`src/rtl/mips_multicycle_controller_if.sv`:
```
// Shared instruction/data memory port between the controller and the memory.
// Requests stay asserted and stable until the memory answers with mem_ready.
interface mips_multicycle_controller_if;
    logic mem_req;
    logic mem_write;
    logic i_or_d;
    logic mem_ready;

    modport master (
        output mem_req,
        output mem_write,
        output i_or_d,
        input  mem_ready
    );

    modport slave (
        input  mem_req,
        input  mem_write,
        input  i_or_d,
        output mem_ready
    );
endinterface

```
`src/rtl/mips_multicycle_controller.sv`:
```
// Multicycle MIPS sequencing controller: instruction-phase FSM plus decode of
// opcode/funct into per-cycle datapath strobes, mux selects and ALU control.
module mips_multicycle_controller (
    input  logic        clk,
    input  logic        rst,
    input  logic [5:0]  opcode_i,
    input  logic [5:0]  funct_i,
    input  logic        zero_i,
    mips_multicycle_controller_if.master mem,
    output logic        ir_write_o,
    output logic        pc_en_o,
    output logic [1:0]  pc_src_o,
    output logic        alu_src_a_o,
    output logic [1:0]  alu_src_b_o,
    output logic [2:0]  alu_ctrl_o,
    output logic        reg_write_o,
    output logic        reg_dst_o,
    output logic        mem_to_reg_o,
    output logic        retire_o,
    output logic        illegal_o
);
    typedef enum logic [3:0] {
        StFetch, StDecode, StMemAdr, StMemRd, StMemWb, StMemWr,
        StRtExec, StRtWb, StBranch, StAddiExec, StAddiWb, StJump
    } state_e;

    localparam logic [5:0] OpRtype = 6'b000000;
    localparam logic [5:0] OpLw    = 6'b100011;
    localparam logic [5:0] OpSw    = 6'b101011;
    localparam logic [5:0] OpBeq   = 6'b000100;
    localparam logic [5:0] OpAddi  = 6'b001000;
    localparam logic [5:0] OpJ     = 6'b000010;

    localparam logic [2:0] AluAdd = 3'b010;
    localparam logic [2:0] AluSub = 3'b110;
    localparam logic [2:0] AluAnd = 3'b000;
    localparam logic [2:0] AluOr  = 3'b001;
    localparam logic [2:0] AluSlt = 3'b111;

    state_e     state_q, state_d, state_nx;
    logic       is_sw_q;
    logic       op_ok, funct_ok;
    logic [2:0] rt_alu;

    logic       mem_req_q, mem_write_q, i_or_d_q, alu_src_a_q;
    logic       reg_write_q, reg_dst_q, mem_to_reg_q, retire_q;
    logic [1:0] pc_src_q, alu_src_b_q;
    logic [2:0] alu_base_q;

    always_comb begin
        op_ok = 1'b1;
        unique case (opcode_i)
            OpRtype, OpLw, OpSw, OpBeq, OpAddi, OpJ: op_ok = 1'b1;
            default:                                 op_ok = 1'b0;
        endcase
    end

    always_comb begin
        funct_ok = 1'b1;
        rt_alu   = AluAdd;
        unique case (funct_i)
            6'b100000: rt_alu = AluAdd;
            6'b100010: rt_alu = AluSub;
            6'b100100: rt_alu = AluAnd;
            6'b100101: rt_alu = AluOr;
            6'b101010: rt_alu = AluSlt;
            default:   funct_ok = 1'b0;
        endcase
    end

    always_comb begin
        state_d = state_q;
        unique case (state_q)
            StFetch:  if (mem.mem_ready) state_d = StDecode;
            StDecode: begin
                unique case (opcode_i)
                    OpRtype:   state_d = StRtExec;
                    OpLw, OpSw: state_d = StMemAdr;
                    OpBeq:     state_d = StBranch;
                    OpAddi:    state_d = StAddiExec;
                    OpJ:       state_d = StJump;
                    default:   state_d = StFetch;
                endcase
            end
            StMemAdr:   state_d = is_sw_q ? StMemWr : StMemRd;
            StMemRd:    if (mem.mem_ready) state_d = StMemWb;
            StMemWr:    if (mem.mem_ready) state_d = StFetch;
            StRtExec:   state_d = funct_ok ? StRtWb : StFetch;
            StAddiExec: state_d = StAddiWb;
            default:    state_d = StFetch;
        endcase
    end

    // Outputs are registered from the upcoming state so they line up with state_q.
    assign state_nx = rst ? StFetch : state_d;

    always_ff @(posedge clk) begin
        if (rst) begin
            state_q <= StFetch;
            is_sw_q <= 1'b0;
        end else begin
            state_q <= state_d;
            if (state_q == StDecode) is_sw_q <= (opcode_i == OpSw);
        end

        mem_req_q    <= 1'b0;
        mem_write_q  <= 1'b0;
        i_or_d_q     <= 1'b0;
        pc_src_q     <= 2'b00;
        alu_src_a_q  <= 1'b0;
        alu_src_b_q  <= 2'b00;
        alu_base_q   <= 3'b000;
        reg_write_q  <= 1'b0;
        reg_dst_q    <= 1'b0;
        mem_to_reg_q <= 1'b0;
        retire_q     <= 1'b0;
        unique case (state_nx)
            StFetch: begin
                mem_req_q   <= 1'b1;
                alu_src_b_q <= 2'b01;
                alu_base_q  <= AluAdd;
            end
            StDecode: begin
                alu_src_b_q <= 2'b11;
                alu_base_q  <= AluAdd;
            end
            StMemAdr, StAddiExec: begin
                alu_src_a_q <= 1'b1;
                alu_src_b_q <= 2'b10;
                alu_base_q  <= AluAdd;
            end
            StMemRd: begin
                mem_req_q <= 1'b1;
                i_or_d_q  <= 1'b1;
            end
            StMemWb: begin
                reg_write_q  <= 1'b1;
                mem_to_reg_q <= 1'b1;
                retire_q     <= 1'b1;
            end
            StMemWr: begin
                mem_req_q   <= 1'b1;
                mem_write_q <= 1'b1;
                i_or_d_q    <= 1'b1;
            end
            StRtExec: alu_src_a_q <= 1'b1;
            StRtWb: begin
                reg_write_q <= 1'b1;
                reg_dst_q   <= 1'b1;
                retire_q    <= 1'b1;
            end
            StBranch: begin
                alu_src_a_q <= 1'b1;
                alu_base_q  <= AluSub;
                pc_src_q    <= 2'b01;
                retire_q    <= 1'b1;
            end
            StAddiWb: begin
                reg_write_q <= 1'b1;
                retire_q    <= 1'b1;
            end
            StJump: begin
                pc_src_q <= 2'b10;
                retire_q <= 1'b1;
            end
            default: ;
        endcase
    end

    assign mem.mem_req   = mem_req_q;
    assign mem.mem_write = mem_write_q;
    assign mem.i_or_d    = i_or_d_q;
    assign pc_src_o      = pc_src_q;
    assign alu_src_a_o   = alu_src_a_q;
    assign alu_src_b_o   = alu_src_b_q;
    assign alu_ctrl_o    = (state_q == StRtExec) ? rt_alu : alu_base_q;
    assign reg_write_o   = reg_write_q;
    assign reg_dst_o     = reg_dst_q;
    assign mem_to_reg_o  = mem_to_reg_q;

    // Strobes qualified by same-cycle handshake or flags.
    assign ir_write_o = (state_q == StFetch) && mem.mem_ready;
    assign pc_en_o    = ((state_q == StFetch) && mem.mem_ready) || (state_q == StJump) ||
                        ((state_q == StBranch) && zero_i);
    assign retire_o   = retire_q || ((state_q == StMemWr) && mem.mem_ready);
    assign illegal_o  = ((state_q == StDecode) && !op_ok) ||
                        ((state_q == StRtExec) && !funct_ok);
endmodule

```
`src/flat_wrapper.sv`:
```
// flat-port wrapper written by rule: the top's interface ports become plain ports
module mips_multicycle_controller_flat 
  (clk, rst, opcode_i, funct_i, zero_i, ir_write_o, pc_en_o, pc_src_o, alu_src_a_o, alu_src_b_o, alu_ctrl_o, reg_write_o, reg_dst_o, mem_to_reg_o, retire_o, illegal_o, mem_mem_req, mem_mem_write, mem_i_or_d, mem_mem_ready);
  mips_multicycle_controller_if mem_i ();
  input  logic clk;
  input  logic rst;
  input  logic [5:0] opcode_i;
  input  logic [5:0] funct_i;
  input  logic zero_i;
  output logic ir_write_o;
  output logic pc_en_o;
  output logic [1:0] pc_src_o;
  output logic alu_src_a_o;
  output logic [1:0] alu_src_b_o;
  output logic [2:0] alu_ctrl_o;
  output logic reg_write_o;
  output logic reg_dst_o;
  output logic mem_to_reg_o;
  output logic retire_o;
  output logic illegal_o;
  output wire logic [$bits(mem_i.mem_req)-1:0] mem_mem_req;
  output wire logic [$bits(mem_i.mem_write)-1:0] mem_mem_write;
  output wire logic [$bits(mem_i.i_or_d)-1:0] mem_i_or_d;
  input wire logic [$bits(mem_i.mem_ready)-1:0] mem_mem_ready;
  assign mem_mem_req = mem_i.mem_req;
  assign mem_mem_write = mem_i.mem_write;
  assign mem_i_or_d = mem_i.i_or_d;
  assign mem_i.mem_ready = mem_mem_ready;
  mips_multicycle_controller u_core (.clk(clk), .rst(rst), .opcode_i(opcode_i), .funct_i(funct_i), .zero_i(zero_i), .mem(mem_i), .ir_write_o(ir_write_o), .pc_en_o(pc_en_o), .pc_src_o(pc_src_o), .alu_src_a_o(alu_src_a_o), .alu_src_b_o(alu_src_b_o), .alu_ctrl_o(alu_ctrl_o), .reg_write_o(reg_write_o), .reg_dst_o(reg_dst_o), .mem_to_reg_o(mem_to_reg_o), .retire_o(retire_o), .illegal_o(illegal_o));
endmodule
```
`config.mk`:
```
export PLATFORM = sky130hd
export DESIGN_NAME = mips_multicycle_controller_flat
export DESIGN_NICKNAME = d
export VERILOG_FILES = /design/src/rtl/mips_multicycle_controller_if.sv /design/src/rtl/mips_multicycle_controller.sv /design/src/flat_wrapper.sv
export SDC_FILE = /design/constraint.sdc
export NUM_CORES = 1
export LEC_CHECK = 0
export ABC_CLOCK_PERIOD_IN_PS = 4000
export CAP_MARGIN = 10
export CORE_MARGIN = 5
export CORE_UTILIZATION = 46
export CTS_BUF_LIST = sky130_fd_sc_hd__clkbuf_16
export CTS_CLUSTER_DIAMETER = 60
export DETAILED_ROUTE_END_ITERATION = 10
export DONT_BUFFER_PORTS = 1
export GPL_TIMING_DRIVEN = 1
export HOLD_SLACK_MARGIN = 0.03
export SYNTH_ARGS = -nofsm -noshare
export SYNTH_HDL_FRONTEND = slang
export SYNTH_SLANG_ARGS = --single-unit
```
`constraint.sdc`:
```
create_clock -name clk -period 4 [get_ports clk]
set_input_delay 0.6 -clock clk [delete_from_list [all_inputs] [get_ports clk]]
set_output_delay 0.6 -clock clk [all_outputs]
set_load 0.02 [all_outputs]
```
; Yosys cells after proc, flatten, opt, wreduce, memory -nomap -nowiden
; Index checks and enable logic that the tools add are counted.
; Widths: inputs -> output; s select.
[classes]
n_shift = 0
n_lt_le_gt_ge = 0
bitwise = 0
reduce_logical = 24
addsub = 0
muxes = 23
n_mul = 0
n_eq_ne = 29
div_mod_pow = 0
[op_table]
columns = cell, n
row1 = $eq 6x6->1 const B, 7
row2 = $eq 4x4->1 const B, 7
row3 = $pmux 4 s7, 1
row4 = $eq 4x3->1 const B, 6
row5 = $pmux 4 s5, 1
row6 = $eq 4x2->1 const B, 4
row7 = $mux 4, 4
row8 = $pmux 3 s4, 1
row9 = $mux 1, 10
row10 = $reduce_or 5->1, 2
row11 = $mux 3, 3
row12 = $eq 4x1->1 const B, 2
row13 = $logic_not 4->1, 2
row14 = $reduce_or 4->1, 2
row15 = $eq 6x2->1 const B, 1
row16 = $eq 6x3->1 const B, 1
row17 = $eq 6x4->1 const B, 1
row18 = $logic_not 6->1, 1
row19 = $pmux 2 s3, 1
row20 = $pmux 3 s2, 1
row21 = $reduce_or 2->1, 3
row22 = $reduce_or 3->1, 2
row23 = $reduce_or 6->1, 1
row24 = $logic_and 1x1->1, 5
row25 = other kinds (3), 7
[totals]
elab_cells = 89
in_bits = 16
n_memories = 0
rom_bits = 0
mem_bits_rw = 0
latchBits = 0
register_bits = 20

; Longest topological paths before layout
[depth]
ltp_word = 9
mapped_depth = 8
mapped_depth_nobuf = 8

; Least setup slack after synthesis
; No wires, ideal clock.
[synth_path]
path_kind = input to output
from = input port opcode_i[0]
to = output port illegal_o
stages = 4
path_buffers = 0
setup_slack_ps = 1702
arrival_ps = 1698
cell_sequence = or3_4 or4_4 o311ai_0 o2bb2ai_1
[synth_via]
elab_chain_len = 6
word_cells_on_any_way = 11
classes_between = eq/ne: 5 / mux: 1 / reduce/logical: 5
[synth_rtl]
columns = element, line_no
row1 = "start, declared", flat_wrapper.sv:7  ; input logic [5:0] opcode_i;
row2 = "$eq 6x6->1, or another cell as far along", mips_multicycle_controller.sv:52  ; unique case (opcode_i)
row3 = $reduce_or 6->1 *, mips_multicycle_controller.sv:52
row4 = $mux 1 *, mips_multicycle_controller.sv:52
row5 = $logic_not 1->1 *, mips_multicycle_controller.sv:186  ; assign illegal_o = ((state_q == StDecode) && !op_ok) ||
row6 = $logic_and 1x1->1 *, mips_multicycle_controller.sv:186
row7 = $logic_or 1x1->1 *, mips_multicycle_controller.sv:186
row8 = "end, declared", flat_wrapper.sv:20  ; output logic illegal_o;
; Every way passes the cells marked *; elsewhere a longest branch is shown, timed or not.

; Worst setup path in the final report
; Same ends and word-level chain as after synthesis.

==> results.txt <==
WL/cell -> 16.4 um
Post-synth net total -> 137
Tmin final -> 2.34 ns
Dpl hpwl -> 1840 um
Full die area -> 3480 um2
Hold_ws -> 0.417 ns
Synth top area cells -> dfxtp_1 (35%), nor2_1 (3.7%), a21oi_1 (2.7%), mux2i_1 (2.7%), nand2b_1 (2.3%)
Core Rows -> 17
Worst EP required -> 3.40 ns
DR vias/cell -> 6.23
Die Width -> 59.0 um
Slowest stage delay, CP -> 0.43 ns
Post-synthesis register bit count -> 19
Area Growth Syn to Fin -> 8.40%
Yosys warns -> 0
Post-synth EDFFs -> 0
Endpoints failing setup -> 0
Top-count cell post-synth -> dfxtp_1
FF-to-FF setup slack -> 1.67 ns
Clock sinks -> 19
Drt first-iter violations -> 31
First-pass GRT wire length -> 4130 um
GRT overflow -> 0
CP top delay family -> simple AND/OR/NAND/NOR gates
Post-Route Utilization -> 53.0%
CTS tree -> built
Core Box Area -> 2250 um2
Share of layout cells above drive strength 1 -> 18.2%
Root buffer cell -> clkbuf_16
RSZ-0062 raised after global routing -> no
Post-route DRC -> 0
Post-synth cell types -> 51
P_leak -> 0.449 nW
Ys async rst share -> 0%
Pwr Density -> 370 nW/um2
Syn Area/Cell -> 9.11 um2
Vias in the first global route -> 909
CP max-delay cell -> or4_4
Final GP Congestion -> 0.763
Area after DPL -> 1110 um2
Worst flop-to-flop path endpoint -> u_core.reg_write_o
Worst Path Arrival -> 1.74 ns
Crit end category -> output port
Initial Utilization -> 48.9%
ANT nets after route -> 0
TNS Setup -> 0 ns
Max_cap viols -> 0
Crit-path max FO -> 5
WP buf/inv -> 0
Max frequency -> 427 MHz
CTS max path bufs -> 2
Most area-hungry cell type in the Yosys netlist -> dfxtp_1
Skew-Pair Late Insertion Delay -> 0.25 ns
CP Launch Type -> primary input
Main synth FF type -> dfxtp_1
Post-Route WL -> 2450 um
Synth top area share -> 34.5%
Design Area, Final -> 1190 um2
Slew margin rel. -> 59.3%
Setup Fix Bufs, Post-CTS -> 0
IR drop worst, VDD -> 0.283 mV
Hold buffers post-CTS -> 0
Largest net degree at the start of global routing -> 14
TritonCTS buffer count -> 3
Die height -> 59.0 um
I/O Pins -> 34
Outcome -> finished clean
TritonRoute pass-1 iters -> 4
Critical path depth -> 4
Antenna diodes -> 0
Critical path class -> primary input to output port
CP Capture Point -> illegal_o
Worst Tran Pin Value -> 0.605 ns
H-Tree Depth -> 1
FF-to-FF Start -> u_core.state_q[0]
Power, Total -> 0.442 mW
Crit. Startpoint -> opcode_i[0]
Slew Limit Fails -> 0
Final worst path period share -> 58.5%
Post-CTS sizing -> 0
DR vias -> 928
Clock slew at reported path FFs -> 0.05 ns
PortBufs -> 0
Critical path, cell by cell -> or3_4, or4_4, o311ai_0, o2bb2ai_1
Post-Syn Area -> 1100 um2
Global-route usage over all layers -> 15.3%
Hold Fails Final Rpt -> 0
Register area share after synthesis -> 34.5%
Nets -> 138
FF-to-FF path depth -> 6
Clk_skew -> 0.00139 ns
Synth Instances -> 121
Synth top cells by count -> dfxtp_1 (19), nor2_1 (11), a21oi_1 (6), nand2_1 (6), nor3_1 (5)
Initial antenna violation count -> 0
Worst hold path type -> primary input to flop
-- area by class of cell --
type	instances	area (um2)
Fill cell	231	1060
Multi-Input combinational cell	94	684
Sequential cell	19	380
Clock buffer	3	75.1
Tap cell	28	35.0
Inverter	4	15.0
Clock inverter	1	5.00
-- state kept, by name, indices dropped and copies added, names as in the netlist, 2 cells and up --
register	cells
u_core.state_q	4
u_core.alu_src_b_o	2
u_core.alu_base_q	2
u_core.pc_src_o	2
-- worst register-to-register path, stage by stage (launching register included) --
cell     delay (ns)
dfxtp_1        0.52
or4b_4         0.55
or3_1          0.37
o22ai_2        0.17
nor2_1         0.17
a21oi_1        0.30
o22ai_1        0.11
-- power breakdown --
part           switching, mW  total (mW)  internal [mW]
registers            0.00609       0.199          0.193
logic                 0.0230      0.0418         0.0188
clock network         0.0679       0.202          0.134
total                 0.0970       0.442          0.345
-- stage by stage --
step,instances,setup WS (ns)
after detailed placement,145,1.66
after global placement,145,1.66
after floorplan,121,1.70
after global routing,149,1.50
final,149,1.66
after CTS,149,1.64
-- worst min path at each step --
stage | startpoint | end | cells after the start
after floorplan | u_core.is_sw_q | u_core.is_sw_q | 2
after global placement | u_core.is_sw_q | u_core.is_sw_q | 2
after detailed placement | u_core.is_sw_q | u_core.is_sw_q | 2
after CTS | rst | u_core.is_sw_q | 1
after global routing | rst | u_core.is_sw_q | 1
final | rst | u_core.is_sw_q | 1
-- cell families (layout without fill, tap and decap cells) --
logic type | count (synthesis) | after routing | synth area share (%)
XOR/XNOR | 2 | 2 | 1.59
AND/OR/NAND/NOR | 59 | 59 | 34.4
buffers and inverters | 8 | 8 | 3.40
flip-flops | 19 | 19 | 34.5
multiplexers | 6 | 6 | 6.13
AO/OA/AOI/OAI | 27 | 27 | 20.0
-- routing by layer --
metal / share of wire, % / vias up / track usage (%)
met3: 5.8 / 4 / 5.70
met5: 0 / - / 0
li1: - / 453 / -
met1: 43 / 454 / 18.1
met2: 50 / 17 / 24.9
met4: 1.3 / 0 / 5.83
-- cells in the final DEF, fill, tap and decap left out, drive strengths merged, types with 3 or more instances in the layout --
cell type / count
nor2: 12
mux2: 3
inv: 4
nand2b: 5
dfxtp: 19
nand2: 6
o21bai: 3
a21oi: 6
or3: 5
and3: 3
nor3: 5
mux2i: 3
or2: 3
clkbuf: 3
nand3: 4
Note: power is estimated with default switching activity, not from simulation.
